--- config.mk ---
export PLATFORM = sky130hd
export DESIGN_NAME = if_fetch_unit
export DESIGN_NICKNAME = d
export VERILOG_FILES = /design/src/rtl/if_fetch_unit.sv
export SDC_FILE = /design/constraint.sdc
export NUM_CORES = 1
export LEC_CHECK = 0
export CAP_MARGIN = 5
export CELL_PAD_IN_SITES_DETAIL_PLACEMENT = 2
export CELL_PAD_IN_SITES_GLOBAL_PLACEMENT = 2
export CORE_MARGIN = 3
export CORE_UTILIZATION = 25
export CTS_CLUSTER_DIAMETER = 80
export DETAILED_ROUTE_END_ITERATION = 10
export PLACE_DENSITY_LB_ADDON = 0.1
export SLEW_MARGIN = 20
export SYNTH_ARGS = -nofsm -noshare
export SYNTH_HDL_FRONTEND = slang
export SYNTH_SLANG_ARGS = --single-unit
--- constraint.sdc ---
create_clock -name clk -period 1.8 [get_ports clk]
set_clock_uncertainty 0.2 [all_clocks]
set_input_delay 0.18 -clock clk [delete_from_list [all_inputs] [get_ports clk]]
set_output_delay 0.18 -clock clk [all_outputs]
set_load 0.03 [all_outputs]
--- src/rtl/if_fetch_unit.sv ---
// Instruction-fetch stage: owns the PC, issues word reads to instruction
// memory over a readM/inputReady handshake, and buffers each returned
// instruction until the IF/ID register accepts it.
//
// state  | meaning
// -------+-----------------------------------------------------------
// S_IDLE | out of reset, no request outstanding
// S_REQ  | read request for pc outstanding
// S_HOLD | instruction buffered and presented, waiting for IF/ID
// S_DROP | abandoned request still in flight, its data is discarded
// S_HALT | halted, no fetches issued
module if_fetch_unit #(
  parameter logic [15:0] RESET_PC = 16'h0000
) (
  input  logic        clk,
  input  logic        reset,
  input  logic        IFID_WriteEn,
  input  logic        redirect,
  input  logic [15:0] redirect_pc,
  input  logic        halt,
  output logic        i_readM,
  output logic [15:0] i_address,
  input  logic [15:0] i_data,
  input  logic        i_inputReady,
  output logic [15:0] IF_PC4,
  output logic [15:0] IF_instruction,
  output logic        IF_flush,
  output logic [15:0] pc,
  output logic [15:0] fetch_count
);

  typedef enum logic [2:0] {
    S_IDLE = 3'd0,
    S_REQ  = 3'd1,
    S_HOLD = 3'd2,
    S_DROP = 3'd3,
    S_HALT = 3'd4
  } state_t;

  state_t      state_q, state_d;
  logic [15:0] pc_q, pc_d;
  logic [15:0] buf_instr_q, buf_instr_d;
  logic [15:0] buf_pc4_q, buf_pc4_d;
  logic        buf_valid_q, buf_valid_d;
  logic [15:0] drop_addr_q, drop_addr_d;
  logic [15:0] fetch_count_q, fetch_count_d;

  // State and datapath registers with synchronous reset.
  always_ff @(posedge clk) begin
    if (reset) begin
      state_q       <= S_IDLE;
      pc_q          <= RESET_PC;
      buf_instr_q   <= 16'h0000;
      buf_pc4_q     <= 16'h0000;
      buf_valid_q   <= 1'b0;
      drop_addr_q   <= 16'h0000;
      fetch_count_q <= 16'h0000;
    end else begin
      state_q       <= state_d;
      pc_q          <= pc_d;
      buf_instr_q   <= buf_instr_d;
      buf_pc4_q     <= buf_pc4_d;
      buf_valid_q   <= buf_valid_d;
      drop_addr_q   <= drop_addr_d;
      fetch_count_q <= fetch_count_d;
    end
  end

  // Next-state and datapath updates; redirect overrides everything but reset.
  always_comb begin
    state_d       = state_q;
    pc_d          = pc_q;
    buf_instr_d   = buf_instr_q;
    buf_pc4_d     = buf_pc4_q;
    buf_valid_d   = buf_valid_q;
    drop_addr_d   = drop_addr_q;
    fetch_count_d = fetch_count_q;

    if (redirect) begin
      pc_d = redirect_pc;
    end

    unique case (state_q)
      S_IDLE: begin
        if (redirect)  state_d = S_REQ;
        else if (halt) state_d = S_HALT;
        else           state_d = S_REQ;
      end

      S_REQ: begin
        if (redirect) begin
          // A response arriving with the redirect is simply dropped; without
          // one, the old request must be held until memory answers it.
          if (!i_inputReady) begin
            drop_addr_d = pc_q;
            state_d     = S_DROP;
          end
        end else if (i_inputReady) begin
          buf_instr_d = i_data;
          buf_pc4_d   = pc_q + 16'd1;
          buf_valid_d = 1'b1;
          state_d     = S_HOLD;
        end
      end

      S_HOLD: begin
        if (redirect) begin
          // IF_flush is already high this cycle, so IF/ID sees a bubble.
          buf_valid_d = 1'b0;
          state_d     = S_REQ;
        end else if (IFID_WriteEn) begin
          pc_d          = buf_pc4_q;
          buf_valid_d   = 1'b0;
          fetch_count_d = fetch_count_q + 16'd1;
          state_d       = halt ? S_HALT : S_REQ;
        end
      end

      S_DROP: begin
        if (i_inputReady) state_d = S_REQ;
      end

      S_HALT: begin
        if (redirect || !halt) state_d = S_REQ;
      end

      default: state_d = S_IDLE;
    endcase
  end

  // Memory request and IF/ID presentation outputs.
  always_comb begin
    i_readM        = (state_q == S_REQ) || (state_q == S_DROP);
    i_address      = (state_q == S_DROP) ? drop_addr_q : pc_q;
    IF_flush       = ~buf_valid_q | redirect;
    IF_instruction = IF_flush ? 16'h0000 : buf_instr_q;
    IF_PC4         = IF_flush ? 16'h0000 : buf_pc4_q;
    pc             = pc_q;
    fetch_count    = fetch_count_q;
  end

endmodule
==> out/qor.yml <==
period_share_pct: 109
r2r_cells: 5
synthCells: 464
slew_headroom_pct: 61.5
syn-cell-area_mm2: 0.00410
ios: 120
die_w_um: 134
cp_cell_sequence: "nor2b_4, nand2_8, buf_6, mux2_4, buf_12"
grtUsageTotal_pct: 16.6
die_area_mm2: 0.0180
hpwlAfterDp_mm: 10.5
avgRoutedWirePerCell_um: 19.1
setup_viol: 17
max_stage_delay_ns: 0.33
synth_cell_types: 39
gr-total-overflow: 0
holdPathStages: 2
final_area_mm2: 0.00677
setup_ws_ns: -0.161
ys_ff_latch: 84
ys_seq_area_share_pct: 41.0
first_pass_iters: 4
area_growth_pct: 65.3
grt_max_degree: 43
fin_crit_ns: 1.96
clock_path_buffers: 2
timing.rr.start: "state_q[1]"
min_from: "reset"
crit_path_start_kind: "flip-flop"
whs_ns: 0.124
viasPerCell: 4.80
synth-main-ff-cell: "dfxtp_1"
cts_root_buffer: "clkbuf_16"
crit_fanout: 5
clock_latency_ns: 0.34
drcViolationCount: 0
start_util_pct: 25.7
cp_slowest_cell: "dfxtp_2"
drtAntennaViolNets: 0
powerDensity_mw_per_mm2: 710
die_h_um: 134
status: "finished, violations left"
cts_sinks: 84
fin_nets: 664
syn_area_per_cell_um2: 8.83
finalHoldViolCount: 0
postRouteWirelength_mm: 16.1
synth.area.top_cells: "dfxtp_1 (41%), mux2i_1 (8.1%), a211oi_1 (5.9%)"
grt_pass1_wl_mm: 23.9
vias: 4054
worst_ep_arrival_time_ns: 1.58
htree_levels: 3
clkTransAtPathRegs_ns: 0.06
drv_cap: 0
cts_tree: "built"
maxSlewViolCount: 0
cp.depth: 5
violations: "setup timing"
ir_drop_mv: 0.413
postLayoutCoreUtil_pct: 42.5
synth_nets: 504
detail_route.iter0.violations: 140
grt_pass1_vias: 4377
gp_congestion: 0.746
ff2ff_setup_slack_ns: -0.02
drive_gt1_share_pct: 36.4
hold_end: "fetch_count[8]"
synth_edf_count: 0
rows: 46
yosysTopAreaCell: "dfxtp_1"
clock.fmax_mhz: 510
ys_async_sr_fraction_pct: 0
tightestPinTransition_ns: 0.578
synthDominantCellAreaShare_pct: 41.0
grt_antenna_before_repair: 0
cts_made_buffers: 9
yosysWarnings: 0
port_buffers: 119
crit_buf_inv: 2
timing.rr.end: "fetch_count[15]"
leakage_nw: 2.82
antennaDiodeCount: 0
core_area_mm2: 0.0159
min_path_type: "primary input to flip-flop"
rsz0062_at_grt: "yes"
placed_area_mm2: 0.00582
crit_type: "flip-flop to output pin"
worstPathRequired_ns: 1.42
crit_family: "flip-flops"
crit_path_end_kind: "output pin"
-- how the worst max path moves through the flow --
stage                             from             to  slack (ns)
after global placement    IFID_WriteEn          pc[3]       -0.16
final                       state_q[0]  i_address[14]       -0.16
after detailed placement  i_inputReady  buf_pc4_q[10]       -0.24
after global routing        state_q[0]  i_address[14]       -0.21
after floorplan             state_q[0]  i_address[10]       -0.05
after CTS                   state_q[0]  i_address[14]       -0.20
-- flip-flops by register name (all words and copies together), names as in the netlist --
| signal | count |
|---|---|
| buf_instr_q | 16 |
| buf_pc4_q | 16 |
| buf_valid_q | 1 |
| drop_addr_q | 16 |
| fetch_count | 16 |
| pc | 16 |
| state_q | 3 |
-- what timing repair did --
action                                  CTS  global route
endpoints found under the setup margin   76            96
setup buffers                             6             9
resized for setup                        63            90
cloned                                    2             5
pin swaps                                 2            20
hold buffers                              0             0
-- per-stage QoR --
step | setup WS (ns) | setup TNS, ns | total power [mW] | cells
floorplan | -0.0537 | -0.537 | 2.40 | 464
global placement | -0.159 | -6.63 | 2.78 | 810
detailed placement | -0.237 | -10.29 | 2.80 | 810
CTS | -0.196 | -2.66 | 4.80 | 834
global route | -0.205 | -4.31 | 5.01 | 845
finish | -0.161 | -2.29 | 4.81 | 845
-- layout by cell type (no fill, tap or decap), types with 19 or more instances in the layout --
master            n
a211oi_1         24
and2_4           21
buf_12           20
buf_4            56
buf_6            37
clkdlybuf4s50_1  41
dfxtp_1          67
dlygate4sd2_1    22
mux2i_1          33
nand2_1          43
nor2_1           61
xor2_1           19
-- synthesized netlist by cell type, types with 2 or more instances --
library cell / count
dfxtp_1: 84
nor2_1: 61
nand2_1: 44
and2_1: 35
mux2i_1: 33
a211oi_1: 32
a21oi_1: 24
xor2_1: 19
mux2_2: 16
buf_2: 15
clkbuf_1: 13
nand4_1: 13
buf_4: 9
nand3_1: 8
and4_1: 7
o21ai_0: 7
and3_1: 5
or3_1: 5
nor2b_1: 4
xnor2_1: 4
nor3_1: 3
ha_1: 2
inv_1: 2
nor3b_1: 2
nor4bb_1: 2
o31ai_1: 2
-- power by group --
| group | internal, mW | leakage [nW] | switching (mW) |
|---|---|---|---|
| Combinational | 0.431 | 1.98 | 0.434 |
| Clock | 1.15 | 0.149 | 0.798 |
| Sequential | 1.93 | 0.690 | 0.0686 |
| Total | 3.51 | 2.82 | 1.30 |
-- kinds of logic after synthesis --
group	Yosys count	synth area share, %
fa+ha+maj	2	0.611
xor+xnor	23	4.92
compound gates	66	10.2
mux	49	12.5
simple gates	198	25.5
flops	84	41.0
buf+inv	42	5.34
-- metal layers --
metal	vias to the layer above	global-route usage, %	wire (um)
met5	-	0	0
met4	0	4.41	170
met3	12	3.75	749
met2	90	27.8	7890
met1	2024	21.8	7320
li1	1928	-	-
-- area by class of cell --
class	instances	area, um^2
Timing Repair Buffer	189	2060
Clock inverter	4	47.5
Fill cell	1709	9170
Clock buffer	12	256
Tap cell	216	270
Inverter	2	7.51
Multi-Input combinational cell	338	2430
Sequential cell	84	1710
No activity file was read; power rests on OpenSTA's default activity.
